$ cat config.mk
export PLATFORM = sky130hd
export DESIGN_NAME = vx_dispatch_gather
export DESIGN_NICKNAME = d
export VERILOG_FILES = /design/src/rtl/vx_dispatch_gather.sv
export SDC_FILE = /design/constraint.sdc
export NUM_CORES = 2
export LEC_CHECK = 0
export ABC_AREA = 0
export BUFFER_PORTS_ARGS = -buffer_cell sky130_fd_sc_hd__clkbuf_2
export CAP_MARGIN = 10
export CELL_PAD_IN_SITES_DETAIL_PLACEMENT = 2
export CELL_PAD_IN_SITES_GLOBAL_PLACEMENT = 2
export CORE_MARGIN = 2
export CORE_UTILIZATION = 40
export DETAILED_ROUTE_END_ITERATION = 7
export PLACE_DENSITY = 0.88
export SETUP_SLACK_MARGIN = 0.02
export SLEW_MARGIN = 30
export SYNTH_ARGS = -nofsm -noshare
export SYNTH_HDL_FRONTEND = slang
export SYNTH_SLANG_ARGS = --single-unit
$ cat constraint.sdc
create_clock -name clk -period 5.3 [get_ports clk]
set_input_delay 0.265 -clock clk [delete_from_list [all_inputs] [get_ports clk]]
set_output_delay 0.265 -clock clk [all_outputs]
set_load 0.02 [all_outputs]
$ cat src/rtl/vx_dispatch_gather.sv
// vx_dispatch_gather: receive-side endpoint of the transposed dispatch bus.
// Each of the ISSUE_WIDTH channels lands in a 2-entry FIFO. A round-robin
// arbiter over the FIFO heads feeds one registered output stage, which tags
// each beat with the issue slice it came from.
// Optional: define VX_DISPATCH_GATHER_PERF_EN to add the perf_stalls and
// perf_conflicts saturating counters.
module vx_dispatch_gather #(
  parameter int unsigned ISSUE_WIDTH = 4,
  parameter int unsigned DATAW       = 128,
  parameter int unsigned ISW_W       = 2,
  parameter int unsigned PERF_W      = 44
) (
  input  logic                         clk,
  input  logic                         reset,
  input  logic [ISSUE_WIDTH-1:0]       in_valid,
  input  logic [ISSUE_WIDTH*DATAW-1:0] in_data,
  output logic [ISSUE_WIDTH-1:0]       in_ready,
  output logic                         out_valid,
  output logic [DATAW-1:0]             out_data,
  output logic [ISW_W-1:0]             out_isw,
  input  logic                         out_ready
`ifdef VX_DISPATCH_GATHER_PERF_EN
  ,
  output logic [PERF_W-1:0]            perf_stalls,
  output logic [PERF_W-1:0]            perf_conflicts
`endif
);

  // Per-channel FIFO: slot0_q is always the head
  logic [1:0]       cnt_q   [ISSUE_WIDTH];
  logic [DATAW-1:0] slot0_q [ISSUE_WIDTH];
  logic [DATAW-1:0] slot1_q [ISSUE_WIDTH];

  // Holds in_ready low for the first cycle after reset release
  logic ready_en_q;

  logic [ISW_W-1:0] rr_q;
  logic             out_valid_q;
  logic [DATAW-1:0] out_data_q;
  logic [ISW_W-1:0] out_isw_q;

  logic [ISSUE_WIDTH-1:0] req;
  logic [ISSUE_WIDTH-1:0] push;
  logic [ISSUE_WIDTH-1:0] pop;
  logic [DATAW-1:0]       din [ISSUE_WIDTH];
  logic                   grant_found;
  logic [ISW_W-1:0]       grant_idx;
  logic                   grant_take;
  logic                   multi_req;
  logic [ISW_W-1:0]       rr_nxt;
  int unsigned            cand;

  // Handshake decode; ready comes only from registered state
  always_comb begin
    for (int i = 0; i < ISSUE_WIDTH; i++) begin
      din[i]      = in_data[i*DATAW +: DATAW];
      req[i]      = (cnt_q[i] != 2'd0);
      in_ready[i] = ready_en_q && (cnt_q[i] != 2'd2);
      push[i]     = in_valid[i] && in_ready[i];
    end
  end

  // Round-robin search: first requester at or after rr_q, wrapping
  always_comb begin
    grant_found = 1'b0;
    grant_idx   = '0;
    cand        = 0;
    for (int unsigned k = 0; k < ISSUE_WIDTH; k++) begin
      cand = 32'(rr_q) + k;
      if (cand >= ISSUE_WIDTH) cand = cand - ISSUE_WIDTH;
      if (!grant_found && req[cand[ISW_W-1:0]]) begin
        grant_found = 1'b1;
        grant_idx   = cand[ISW_W-1:0];
      end
    end
  end

  // Grant is only taken when the output stage is free or draining
  always_comb begin
    grant_take = grant_found && (!out_valid_q || out_ready);
    multi_req  = |(req & (req - 1'b1));
    rr_nxt     = (32'(grant_idx) == ISSUE_WIDTH - 1) ? '0 : grant_idx + 1'b1;
    for (int i = 0; i < ISSUE_WIDTH; i++) begin
      pop[i] = grant_take && (grant_idx == ISW_W'(i));
    end
  end

  // FIFO storage; push+pop only happens at count 1, so the new beat becomes head
  always_ff @(posedge clk or negedge reset) begin
    if (!reset) begin
      for (int i = 0; i < ISSUE_WIDTH; i++) begin
        cnt_q[i]   <= 2'd0;
        slot0_q[i] <= '0;
        slot1_q[i] <= '0;
      end
    end else begin
      for (int i = 0; i < ISSUE_WIDTH; i++) begin
        case ({push[i], pop[i]})
          2'b10: begin
            if (cnt_q[i] == 2'd0) slot0_q[i] <= din[i];
            else                  slot1_q[i] <= din[i];
            cnt_q[i] <= cnt_q[i] + 2'd1;
          end
          2'b01: begin
            slot0_q[i] <= slot1_q[i];
            cnt_q[i]   <= cnt_q[i] - 2'd1;
          end
          2'b11: slot0_q[i] <= din[i];
          default: ;
        endcase
      end
    end
  end

  // Output register, round-robin pointer and ready enable
  always_ff @(posedge clk or negedge reset) begin
    if (!reset) begin
      ready_en_q  <= 1'b0;
      rr_q        <= '0;
      out_valid_q <= 1'b0;
      out_data_q  <= '0;
      out_isw_q   <= '0;
    end else begin
      ready_en_q <= 1'b1;
      if (grant_take) begin
        rr_q        <= rr_nxt;
        out_valid_q <= 1'b1;
        out_data_q  <= slot0_q[grant_idx];
        out_isw_q   <= grant_idx;
      end else if (out_ready) begin
        out_valid_q <= 1'b0;
      end
    end
  end

  assign out_valid = out_valid_q;
  assign out_data  = out_data_q;
  assign out_isw   = (ISSUE_WIDTH == 1) ? '0 : out_isw_q;

`ifdef VX_DISPATCH_GATHER_PERF_EN
  logic [PERF_W-1:0] stalls_q;
  logic [PERF_W-1:0] conflicts_q;

  // Saturating event counters, visible one cycle after the event
  always_ff @(posedge clk or negedge reset) begin
    if (!reset) begin
      stalls_q    <= '0;
      conflicts_q <= '0;
    end else begin
      if (out_valid_q && !out_ready && (stalls_q != '1)) stalls_q <= stalls_q + 1'b1;
      if (grant_take && multi_req && (conflicts_q != '1)) conflicts_q <= conflicts_q + 1'b1;
    end
  end

  assign perf_stalls    = stalls_q;
  assign perf_conflicts = conflicts_q;
`endif

endmodule

; ---- Word-level counts from Yosys, hierarchy flattened
; Index checks and enable logic that the tools add are counted.
[totals]
reg_bits = 1166
inputBits = 519
out_inout_bits = 135
elab_cells = 155
[op_classes]
n_addsub = 16
order_cmp = 9
eq_ne = 23
n_mux = 38
n_bitwise = 5
reduce_logical = 47
[ops]
columns = op, count
row1 = one-hot mux 128 bit (3 select lines), 4
row2 = two-way mux 128 bit, 6
row3 = binary-select mux 128 bit (select 2 bit), 1
row4 = "equality test 2 bit, second input constant", 10
row5 = two-way mux 2 bit, 9
row6 = nonzero test 2 bit, 9
row7 = logical AND 1 bit, 16
row8 = "!= test 2 bit, second input constant", 8
row9 = one-hot mux 2 bit (2 select lines), 4
row10 = AND reduction 2 bit, 8
row11 = "subtractor 2 x 1 -> 2 bit, second input constant", 8
row12 = ">= comparator 3 bit, second input constant", 4
row13 = "< comparator 2 x 3 -> 1 bit, second input constant", 4
row14 = nonzero test 3 bit, 4
row15 = "adder 2 x 1 -> 2 bit, second input constant", 5
row16 = "equality test 2 x 1 -> 1 bit, second input constant", 5
row17 = logical NOT 2 bit, 5
row18 = two-way mux 1 bit, 10
row19 = binary-select mux 1 bit (select 2 bit), 4
row20 = "adder 2 x 2 -> 3 bit, second input constant", 2
row21 = logical NOT 1 bit, 4
row22 = inverter 1 bit, 4
row23 = "adder 2 x 1 -> 3 bit, second input constant", 1
row24 = ">= comparator 2 x 3 -> 1 bit, second input constant", 1
row25 = other kinds (2), 2

; ---- Longest topological paths before layout
[logic_depth]
depth_word = 19
mapped_depth = 14
ltp_nobuf = 9

; ---- Worst setup path after synthesis
; OpenSTA, ideal clock, no wires.
[synth_path]
path_type = reg-to-reg
from = register cnt_q[6] in the netlist's numbering
to = register slot1_q[117] in the netlist's numbering
setup_time_ns = 0.125
t_arrival_ns = 2.846
required_ns = 5.175
path_slack_ns = 2.330
stages_incl_launch_ff = 11
n_path_buf = 3
synth_period_minus_slack_ns = 2.970
cell_sequence = dfrtp_1 buf_2 o21a_1 nor4_1 o22ai_1 or3_1 ha_1 o21ai_1 clkbuf_1 buf_1 mux2_2
[synth_between]
elab_chain_len = 17
elab_cells_between_ends = 28
cone_classes = eq/ne (2) / mux (16) / reduce/logical (10)
[synth_rtl]
columns = element, line
row1 = start: declaration, 30  ; logic [1:0] cnt_q [ISSUE_WIDTH];
row2 = start signal: indexed assignment, 102  ; cnt_q[i] <= cnt_q[i] + 2'd1;
row3 = start signal: indexed assignment, 106  ; cnt_q[i] <= cnt_q[i] - 2'd1;
row4 = nonzero test 2 bit (*), 57  ; req[i] = (cnt_q[i] != 2'd0);
row5 = binary-select mux 1 bit (select 2 bit), 71  ; if (!grant_found && req[cand[ISW_W-1:0]]) begin
row6 = two-way mux 1 bit (implied by the code), 71
row7 = two-way mux 1 bit, 71
row8 = logical NOT 1 bit, 71
row9 = logical AND 1 bit, 71
row10 = two-way mux 1 bit, 71
row11 = logical NOT 1 bit, 71
row12 = logical AND 1 bit, 71
row13 = two-way mux 1 bit, 71
row14 = logical NOT 1 bit, 71
row15 = logical AND 1 bit, 71
row16 = two-way mux 2 bit / two-way mux 1 bit (equally long branches), 71
row17 = equality test 2 bit / logical AND 1 bit (equally long branches), "84, 80"
row18 = logical AND 1 bit (*), 84  ; pop[i] = grant_take && (grant_idx == ISW_W'(i));
row19 = equality test 2 bit (*), 98  ; case ({push[i], pop[i]})
row20 = AND reduction 2 bit (no source line) (*), --
row21 = end signal: indexed assignment, 101  ; else slot1_q[i] <= din[i];
row22 = end: declaration, 32  ; logic [DATAW-1:0] slot1_q [ISSUE_WIDTH];
; Mark *: on every way between the ends. The rest lies on a longest branch, timed or not. The select of a mux whose other input is x is not followed.
; A chain may end at the register's enable or synchronous reset.

; ---- Worst setup path in the final report
[layout_path]
from = register cnt_q[1] in the netlist's numbering
to = register out_data_q[23], in the netlist out_data[23]
[layout_between]
elab_chain_len = 17
elab_cells_between_ends = 28
cone_classes = mux (19) / bitwise (1) / reduce/logical (8)
[layout_rtl]
columns = element, line
row1 = nonzero test 2 bit (*), 57
row2 = binary-select mux 1 bit (select 2 bit), 71
row3 = two-way mux 1 bit (implied by the code), 71
row4 = two-way mux 1 bit, 71
row5 = logical NOT 1 bit, 71
row6 = logical AND 1 bit, 71
row7 = two-way mux 1 bit, 71
row8 = logical NOT 1 bit, 71
row9 = logical AND 1 bit, 71
row10 = two-way mux 1 bit, 71
row11 = logical NOT 1 bit, 71
row12 = logical AND 1 bit, 71
row13 = two-way mux 2 bit, 71
row14 = inverter 2 -> 3 bit (implied by the code), 128  ; out_data_q <= slot0_q[grant_idx];
row15 = binary-select mux 128 bit (select 2 bit), 128
row16 = two-way mux 128 bit (implied by the code) (2 in series), 128
row17 = end signal: assignment, 128
row18 = end: declaration, 39  ; logic [DATAW-1:0] out_data_q;
; Marked as above.

==> results_dict.tcl <==
set metrics [dict create \
    outcome "finished clean" \
    die_h_um 364 \
    critPathTopFamily "buffers and inverters" \
    maxCapViolations 0 \
    design_area_um2 66700 \
    synth-async-reset-ratio 1.00 \
    wl_per_cell_um 40.3 \
    io_buffers 653 \
    finalPower_mw 50.9 \
    grt_use_total 0.430 \
    synth_fp_nets 5223 \
    multi_input_area_um2 21200 \
    cp_max_fo 54 \
    grt_first_pass_wirelength_um 412000 \
    worst_skew_pair.late_latency_ns 0.83 \
    startpoint_type "flop" \
    placed_cells 6787 \
    pre_cts_slack_ns 1.22 \
    seq_area_um2 29200 \
    finalNetCount 6242 \
    clockBufferDepth 3 \
    power_leakage_nw 30.3 \
    synth_warnings 0 \
    rsz0062_at_grt "false" \
    cp_num_cells 6 \
    cts_tree "done" \
    fp-row-count 131 \
    placed_area_um2 56900 \
    vdd_drop_max_v 0.000670 \
    crit_start "cnt_q[1]$_DFFE_PN0P_" \
    setup_ws_ns 0.573 \
    grt_max_degree 174 \
    ys_types 44 \
    worstRegToRegCells 6 \
    antenna_found_initial 72 \
    core-area_um2 128000 \
    critical_path_arrival_ns 5.24 \
    overflow 0 \
    layout_common_cells "dfrtp_1, nand2_1, clkbuf_2, mux2i_1, o21ai_0" \
    clock_tree.root_cell "clkbuf_16" \
    antenna_left 0 \
    max_stage_delay_ns 0.79 \
    reg2reg_slack_ns 0.57 \
    grt_pass1_vias 55300 \
    dr.pass1.iters 6 \
    holdWs_ns 0.106 \
    final_core_util 0.521 \
    drc 0 \
    fin_skew_ns 0.0480 \
    nFillCells 12300 \
    drv_slew 0 \
    path_class "reg -> reg" \
    max_freq_ghz 0.212 \
    syn-cell-area_um2 51800 \
    syn_avg_cell_area_um2 11.0 \
    final_cells 7622 \
    top_level_ports 654 \
    worstMarginPinSlew_ns 1.21 \
    path_buf_inv 2 \
    powerDensity_nw_per_um2 763 \
    dieArea_um2 132000 \
    clkTransAtPathRegs_ns 0.07 \
    crit_chain "nor4_2 > a31o_4 > buf_4 > nand2b_4 > buf_4 > o21ai_0" \
    vias 50000 \
    drt_iter0_markers 5776 \
    hpwl_um 133000 \
    cts_buffers 135 \
    initial_utilization 0.404 \
    ys_ff_latch 1166 \
    crit_path_end_kind "flop" \
    cts_sinks 1166 \
    fin_setup_tns_ns 0 \
    finalWirelength_um 307000 \
    slowest_stage "buf_4" \
    cts_resized 0 \
    layout_worst_path_cycle_share 0.892 \
    synth_cells 4695 \
    synthFlopType "dfrtp_1" \
    slew_headroom 0.190 \
    fp.dieW_um 364 \
    area_growth_pct 28.9 \
    hp-class "in -> async" \
    layout-drive-gt1-share 0.228 \
    viasPerCell 6.56 \
    cp.required_ns 5.81 \
    rr_startpoint "cnt_q[1]$_DFFE_PN0P_" \
    finalHoldViolations 0 \
    synth-seq-area-share 0.564 \
    setup_violations 0 \
    fin_crit_ns 4.73 \
    synth_edf_count 0 \
    htree_levels 4 \
    cpMostUsedCell "buf_4" \
    final_common_cell "dfrtp_1" \
    gp_congestion 0.818 \
]
[state kept, by name, indices dropped and copies added, names as in the netlist]
name,cells
cnt_q,8
out_data,128
out_isw,2
out_valid,1
ready_en_q,1
rr_q,2
slot0_q,512
slot1_q,512
[synthesized netlist by cell type, types with 10 or more instances]
| cell type | number | area share |
|---|---|---|
| dfrtp_1 | 1166 | 0.56 |
| mux2_4 | 90 | 0.026 |
| clkbuf_1 | 261 | 0.019 |
| inv_1 | 12 | 0.00087 |
| o21ai_1 | 227 | 0.022 |
| buf_1 | 11 | 0.00080 |
| a21oi_1 | 130 | 0.013 |
| buf_6 | 11 | 0.0024 |
| mux2_2 | 285 | 0.062 |
| nor2_1 | 135 | 0.0098 |
| nand2_1 | 908 | 0.066 |
| o21ai_0 | 550 | 0.053 |
| a22oi_1 | 128 | 0.019 |
| buf_4 | 14 | 0.0020 |
| buf_2 | 61 | 0.0059 |
| mux2_1 | 10 | 0.0022 |
| mux2i_1 | 640 | 0.12 |
[timing repair]
action	CTS	global route
buffers inserted	0	0
hold buffers	517	0
hold endpoints to repair	1119	0
[cells by family (layout without fill, tap and decap cells)]
family          count (synthesis)  in the layout  synth area share
compound gates               1049           1049             0.109
xor+xnor                       13             13           0.00220
fa+ha+maj                       9              9           0.00218
buf+inv                       371           1489            0.0310
flops                        1166           1166             0.564
mux                          1025           1025             0.214
other cells                     1             81         0.0000725
simple gates                 1061           1061            0.0780
[worst paths after layout]
check / endpoint
min in group clk: cnt_q[0]$_DFFE_PN0P_
max in group asynchronous: slot0_q[473]$_DFFE_PN0P_
worst max-delay path: out_data[23]$_DFFE_PN0P_
worst max register to register: out_data[23]$_DFFE_PN0P_
worst min register to register: slot1_q[193]$_DFFE_PN0P_
worst min-delay path: slot0_q[484]$_DFFE_PN0P_
[metal layers]
layer  GRT usage  up-vias  share of wire
met4       0.334       38           0.10
met5           0        -        0.00084
li1            -    18300              -
met2       0.731     4156           0.48
met3       0.105     1954          0.087
met1       0.459    25500           0.33
[cell type report]
cell class | count | share of cell area
Tap cell | 1729 | 0.0324
Clock inverter | 34 | 0.00609
Timing Repair Buffer | 1241 | 0.143
Inverter | 12 | 0.000675
Multi-Input combinational cell | 3158 | 0.317
Clock buffer | 202 | 0.0602
Sequential cell | 1166 | 0.437
Antenna cell | 80 | 0.00300
[report_power, final]
group	leakage [nW]	total, mW	switching, mW	internal, mW
combinational	13.9	22.8	15.2	7.63
sequential	14.2	17.7	4.43	13.3
clock	2.18	10.4	4.77	5.61
total	30.3	50.9	24.4	26.6
(Power assumes the default switching activity.)
